[src/rtl/ctrl_pkg.sv]
// Shared types and encodings for the multicycle RV32I control path.
package ctrl_pkg;

    typedef enum logic [2:0] {
        S_IDLE, S_FETCH, S_DECODE, S_EXEC, S_MEM, S_WB, S_BR, S_TRAP
    } state_t;

    typedef enum logic [1:0] {
        CLS_ALU, CLS_LOAD, CLS_BRANCH
    } iclass_t;

    localparam logic [6:0] OP_R      = 7'b0110011;
    localparam logic [6:0] OP_I      = 7'b0010011;
    localparam logic [6:0] OP_LOAD   = 7'b0000011;
    localparam logic [6:0] OP_BRANCH = 7'b1100011;

    localparam logic [2:0] ALU_ADD = 3'b000;
    localparam logic [2:0] ALU_SUB = 3'b001;
    localparam logic [2:0] ALU_AND = 3'b010;
    localparam logic [2:0] ALU_OR  = 3'b011;

    localparam logic IMM_I = 1'b1;
    localparam logic IMM_B = 1'b0;

endpackage

[src/rtl/ctrl_decode.sv]
// Combinational instruction decode: opcode/funct fields to ALU/immediate
// controls, instruction class and an unsupported-encoding flag.
module ctrl_decode
    import ctrl_pkg::*;
(
    input  logic [6:0] i_opcode,
    input  logic [2:0] i_funct3,
    input  logic       i_funct7b5,
    output logic [2:0] o_alu_ctrl,
    output logic       o_imm_src,
    output logic       o_alu_src,
    output iclass_t    o_iclass,
    output logic       o_illegal
);

    always_comb begin
        o_alu_ctrl = ALU_ADD;
        o_imm_src  = IMM_B;
        o_alu_src  = 1'b0;
        o_iclass   = CLS_ALU;
        o_illegal  = 1'b0;
        case (i_opcode)
            OP_R: begin
                case (i_funct3)
                    3'b000:  o_alu_ctrl = i_funct7b5 ? ALU_SUB : ALU_ADD;
                    3'b111:  o_alu_ctrl = ALU_AND;
                    3'b110:  o_alu_ctrl = ALU_OR;
                    default: o_illegal  = 1'b1;
                endcase
            end
            OP_I: begin
                o_imm_src = IMM_I;
                o_alu_src = 1'b1;
                case (i_funct3)
                    3'b000:  o_alu_ctrl = ALU_ADD;
                    3'b111:  o_alu_ctrl = ALU_AND;
                    3'b110:  o_alu_ctrl = ALU_OR;
                    default: o_illegal  = 1'b1;
                endcase
            end
            OP_LOAD: begin
                o_imm_src = IMM_I;
                o_alu_src = 1'b1;
                o_iclass  = CLS_LOAD;
                o_illegal = (i_funct3 != 3'b010);
            end
            OP_BRANCH: begin
                // beq/bne only; compare is a subtract feeding EQ
                o_alu_ctrl = ALU_SUB;
                o_iclass   = CLS_BRANCH;
                o_illegal  = (i_funct3[2:1] != 2'b00);
            end
            default: o_illegal = 1'b1;
        endcase
    end

endmodule

[src/rtl/multicycle_ctrl.sv]
// Multicycle control FSM: fetch/decode/exec/mem/wb sequencing over a shared
// memory port, branch-taken flop and retired-instruction counter.
module multicycle_ctrl
    import ctrl_pkg::*;
#(
    parameter int DATA_WIDTH = 32,
    parameter int CNT_WIDTH  = 32
) (
    input  logic                  clk,
    input  logic                  rst,
    input  logic [DATA_WIDTH-1:0] instr,
    input  logic                  EQ,
    input  logic                  mem_ready,
    output logic                  mem_req,
    output logic                  mem_sel,
    output logic                  ir_write,
    output logic                  pc_write,
    output logic                  PCsrc,
    output logic                  ImmSrc,
    output logic                  ALUsrc,
    output logic [2:0]            ALUctrl,
    output logic                  RegWrite,
    output logic                  ResultSrc,
    output logic                  illegal,
    output logic [CNT_WIDTH-1:0]  retired
);

    state_t               r_state, w_next;
    logic                 r_taken, r_is_load, r_imm_src;
    logic [2:0]           r_alu_ctrl;
    logic [CNT_WIDTH-1:0] r_retired;

    logic [2:0] w_alu_ctrl;
    logic       w_imm_src, w_alu_src, w_illegal;
    iclass_t    w_iclass;
    logic       w_unused;

    assign w_unused = ^{instr[31], instr[29:15], instr[11:7]};

    ctrl_decode u_dec (
        .i_opcode   (instr[6:0]),
        .i_funct3   (instr[14:12]),
        .i_funct7b5 (instr[30]),
        .o_alu_ctrl (w_alu_ctrl),
        .o_imm_src  (w_imm_src),
        .o_alu_src  (w_alu_src),
        .o_iclass   (w_iclass),
        .o_illegal  (w_illegal)
    );

    always_ff @(posedge clk or negedge rst) begin
        if (!rst) r_state <= S_IDLE;
        else      r_state <= w_next;
    end

    // EXEC values are captured so MEM/WB keep the datapath stable
    always_ff @(posedge clk or negedge rst) begin
        if (!rst) begin
            r_taken    <= 1'b0;
            r_is_load  <= 1'b0;
            r_imm_src  <= 1'b0;
            r_alu_ctrl <= ALU_ADD;
            r_retired  <= '0;
        end else begin
            if (r_state == S_EXEC) begin
                r_imm_src  <= w_imm_src;
                r_alu_ctrl <= w_alu_ctrl;
                r_is_load  <= (w_iclass == CLS_LOAD);
                if (w_iclass == CLS_BRANCH)
                    r_taken <= EQ ^ instr[12];  // funct3[0]: 0 beq, 1 bne
            end
            if (pc_write)
                r_retired <= r_retired + CNT_WIDTH'(1);
        end
    end

    assign retired = r_retired;

    always_comb begin
        w_next    = r_state;
        mem_req   = 1'b0;
        mem_sel   = 1'b0;
        ir_write  = 1'b0;
        pc_write  = 1'b0;
        PCsrc     = 1'b0;
        ImmSrc    = 1'b0;
        ALUsrc    = 1'b0;
        ALUctrl   = 3'b000;
        RegWrite  = 1'b0;
        ResultSrc = 1'b0;
        illegal   = 1'b0;
        case (r_state)
            S_IDLE: w_next = S_FETCH;
            S_FETCH: begin
                mem_req  = 1'b1;
                ir_write = mem_ready;
                if (mem_ready) w_next = S_DECODE;
            end
            S_DECODE: w_next = w_illegal ? S_TRAP : S_EXEC;
            S_EXEC: begin
                ImmSrc  = w_imm_src;
                ALUsrc  = w_alu_src;
                ALUctrl = w_alu_ctrl;
                case (w_iclass)
                    CLS_LOAD:   w_next = S_MEM;
                    CLS_BRANCH: w_next = S_BR;
                    default:    w_next = S_WB;
                endcase
            end
            S_MEM: begin
                mem_req = 1'b1;
                mem_sel = 1'b1;
                ImmSrc  = r_imm_src;
                ALUctrl = r_alu_ctrl;
                if (mem_ready) w_next = S_WB;
            end
            S_WB: begin
                RegWrite  = 1'b1;
                ResultSrc = r_is_load;
                pc_write  = 1'b1;
                ImmSrc    = r_imm_src;
                ALUctrl   = r_alu_ctrl;
                w_next    = S_FETCH;
            end
            S_BR: begin
                pc_write = 1'b1;
                PCsrc    = r_taken;
                w_next   = S_FETCH;
            end
            S_TRAP:  illegal = 1'b1;
            default: w_next = S_IDLE;
        endcase
    end

endmodule

[config.mk]
export PLATFORM = sky130hd
export DESIGN_NAME = multicycle_ctrl
export DESIGN_NICKNAME = d
export VERILOG_FILES = /design/src/rtl/ctrl_pkg.sv /design/src/rtl/ctrl_decode.sv /design/src/rtl/multicycle_ctrl.sv
export SDC_FILE = /design/constraint.sdc
export NUM_CORES = 1
export LEC_CHECK = 0
export BUFFER_PORTS_ARGS = -buffer_cell sky130_fd_sc_hd__buf_2
export CORE_MARGIN = 2
export CORE_UTILIZATION = 33
export DETAILED_ROUTE_END_ITERATION = 7
export PLACE_DENSITY = 0.57
export SLEW_MARGIN = 20
export SYNTH_ARGS = -nofsm -noshare
export SYNTH_HDL_FRONTEND = slang
export SYNTH_SLANG_ARGS = --single-unit
[constraint.sdc]
create_clock -name clk -period 2.95 [get_ports clk]
set_input_delay 0.295 -clock clk [delete_from_list [all_inputs] [get_ports clk]]
set_output_delay 0.295 -clock clk [all_outputs]
set_load 0.02 [all_outputs]
==> flow_summary.toml <==
[die]
die_area_sq_um = 7100
placementRows = 29
die_w_um = 84.26
initial_core_util_pct = 33.86
core_area_sq_um = 6277
ioPinCount = 81
die_h_um = 84.26

[clock_tree]
cts_buffer_depth = 2
cts_tree = "yes"
cts_setup_buffers = 0
root_buffer = "clkbuf_8"
ctsResizeCount = 0
path_clk_slew_ns = 0.08
cts-buffers-inserted = 5
clk_latency_ns = 0.29
hold_buffers = 0
cts_max_level = 2
cts.sinks = 40

[drt]
drt_pass1_iterations = 4
ant_nets = 0
vias = 1652
drtIter0Drc = 43
drc = 0
wl_per_cell_um = 12.95
wl_um = 4365
viasPerCell = 4.902

[global_route]
overflow = 0
grt_usage_pct = 12.74
grt_pass1_wl_um = 7383
antenna_found_initial = 0
grt_pass1_vias = 1561
grt_max_degree = 41

[setup_path]
slowest_delay_ns = 0.60
crit_required_ns = 2.65
critPathBufInv = 1
path_class = "register to output pin"
slowest_stage = "dfrtp_1"
worstPathCellList = "nand3b_1 > nor2_1 > a21boi_0 > a21o_1 > buf_2"
setup.worst_path.end_class = "output pin"
cp-start-kind = "register"
crit_arrival_ns = 1.99
crit_family = "flip-flops"
worst-path-max-fanout = 13

[placed_design]
gp_congestion = 0.7459
numPortBuffers = 58
dp_hpwl_um = 3132
placed_area_sq_um = 2470
place_inst = 329

[hold_path]
hp-class = "primary input to asynchronous set/reset pin"

[power_and_ir_drop]
ir_worst_vdd_mv = 0.5635
leakage_nw = 1.322
power_density_nw_per_um2 = 634.2

[finish]
num_antenna_cells = 0
area_growth_pct = 21.90
nNetsFinal = 299
stdcell_count = 337
drive_gt1_share_pct = 28.46
fin_util_pct = 41.28
fin_area_sq_um = 2591

[logic_synthesis]
synth_nets = 243
async_flop_share_pct = 100.0
syn_area_sq_um = 2126
avgSynthCellArea_sq_um = 10.47
yosysTopAreaCellShare_pct = 47.09
synth.yosys.seq_area_share_pct = 47.09
ys_warn_count = 0
synth_edf_count = 0
synth_ff_type = "dfrtp_1"
synthTopCellsByArea = "dfrtp_1 47%, xnor2_1 9.5%, xor2_1 3.7%, nand4_1 2.9%, and4_1 2.9%"
synthCells = 203
yosysTopAreaCell = "dfrtp_1"
yosysUniqueCellTypes = 42
ys_seq_elements = 40

[sta]
drv_slew = 0
relSlewSlack_pct = 40.61
max_clock_freq_mhz = 437.5
clock_skew_ns = 0.007114
finalCriticalPeriod_ns = 2.286
setup_violations = 0
tightest_slew_ns = 0.8908
rsz0062_at_grt = "no"
final_hold_viol_count = 0
timing.hold.ws_ns = 0.1162
tns_ns = 0
fin_crit_sh_pct = 77.49

[flow_run]
maxCapViolations = 0

[run_status]
status = "completed"
[synth_stat cells (2+ instances only)]
| master | n |
|---|---|
| dfrtp_1 | 40 |
| xnor2_1 | 23 |
| nand2_1 | 15 |
| nand4_1 | 10 |
| nand3_1 | 9 |
| xor2_1 | 9 |
| nor4_1 | 8 |
| and4_1 | 7 |
| and2_1 | 6 |
| and3_1 | 6 |
| inv_1 | 6 |
| nor2_1 | 6 |
| nand2b_1 | 5 |
| a21o_1 | 4 |
| a21oi_1 | 4 |
| buf_2 | 4 |
| clkbuf_1 | 4 |
| ha_1 | 4 |
| o21ai_0 | 4 |
| nor2b_1 | 3 |
| a32o_1 | 2 |
| mux2_2 | 2 |
| nand3b_1 | 2 |
| nor3_1 | 2 |
[power by group]
| part | internal (mW) | switching [mW] | total, mW |
|---|---|---|---|
| registers | 0.610 | 0.116 | 0.726 |
| clock network | 0.277 | 0.202 | 0.478 |
| logic | 0.176 | 0.263 | 0.439 |
[per-stage QoR]
step           setup slack (ns)  power, mW
2_1_floorplan            0.8963      1.032
3_3_place_gp             0.9750      1.175
3_5_place_dp             0.9478      1.184
4_1_cts                  0.6160      1.669
5_1_grt                  0.4560      1.755
6_report                 0.6641      1.643
[path summary, 6_finish.rpt]
check	cells after the start	to	start	slack (ns)
max in group asynchronous	1	retired[31]$_DFFE_PN0P_	rst	2.27
worst min-delay path	1	retired[12]$_DFFE_PN0P_	rst	0.12
worst max-delay path	5	ALUctrl[0]	r_state[1]$_DFFE_PN0P_	0.66
min in group clk	3	r_state[0]$_DFFE_PN0P_	mem_ready	0.24
worst min register to register	1	retired[31]$_DFFE_PN0P_	retired[31]$_DFFE_PN0P_	0.46
worst max register to register	4	retired[27]$_DFFE_PN0P_	r_state[1]$_DFFE_PN0P_	1.15
[placed cells by master (no fill, tap or decap), types with 2 or more instances in the layout]
master	Yosys	routed
xnor2_1	23	23
ha_1	4	4
xor2_1	9	9
clkbuf_8	0	6
a32o_1	2	2
buf_2	4	58
a21oi_1	4	4
and2_1	6	6
nand3b_1	2	2
and3_1	6	6
and4_1	7	7
nand2_1	15	15
nand4_1	10	10
nand3_1	9	9
dfrtp_1	40	40
nor4_1	8	8
o21ai_0	4	4
inv_1	6	6
nor2b_1	3	3
nor2_1	6	6
a21o_1	4	4
nand2b_1	5	5
nor3_1	2	2
mux2_2	2	2
[state kept, by name (all words and copies together), names as in the netlist]
signal      flops
r_alu_ctrl      2
retired        32
r_is_load       1
r_imm_src       1
r_taken         1
r_state         3
[layout make-up]
class                           instances  area (sq um)
Tap cell                               77         96.34
Clock inverter                          2         38.79
Multi-Input combinational cell        148          1060
Sequential cell                        40          1001
Timing Repair Buffer                   58         290.3
Clock buffer                            6         82.58
Inverter                                6         22.52
Fill cell                             639          3686
[routing by layer]
metal | share of wire, % | track usage, %
met5 | 0 | 0
met4 | 0.96 | 3.079
met2 | 43 | 19.70
met3 | 6.0 | 3.736
met1 | 50 | 17.63
[logic make-up after synthesis]
logic type | share of synthesized area, %
DFF | 47.09
AOI/OAI and AO/OA | 6.298
other | 0.1764
xor gates and xnor gates | 13.95
muxes | 1.059
adders and majority gates | 2.354
buffers and inverters | 3.061
and+or+nand+nor | 26.02
(Power assumes the default switching activity.)
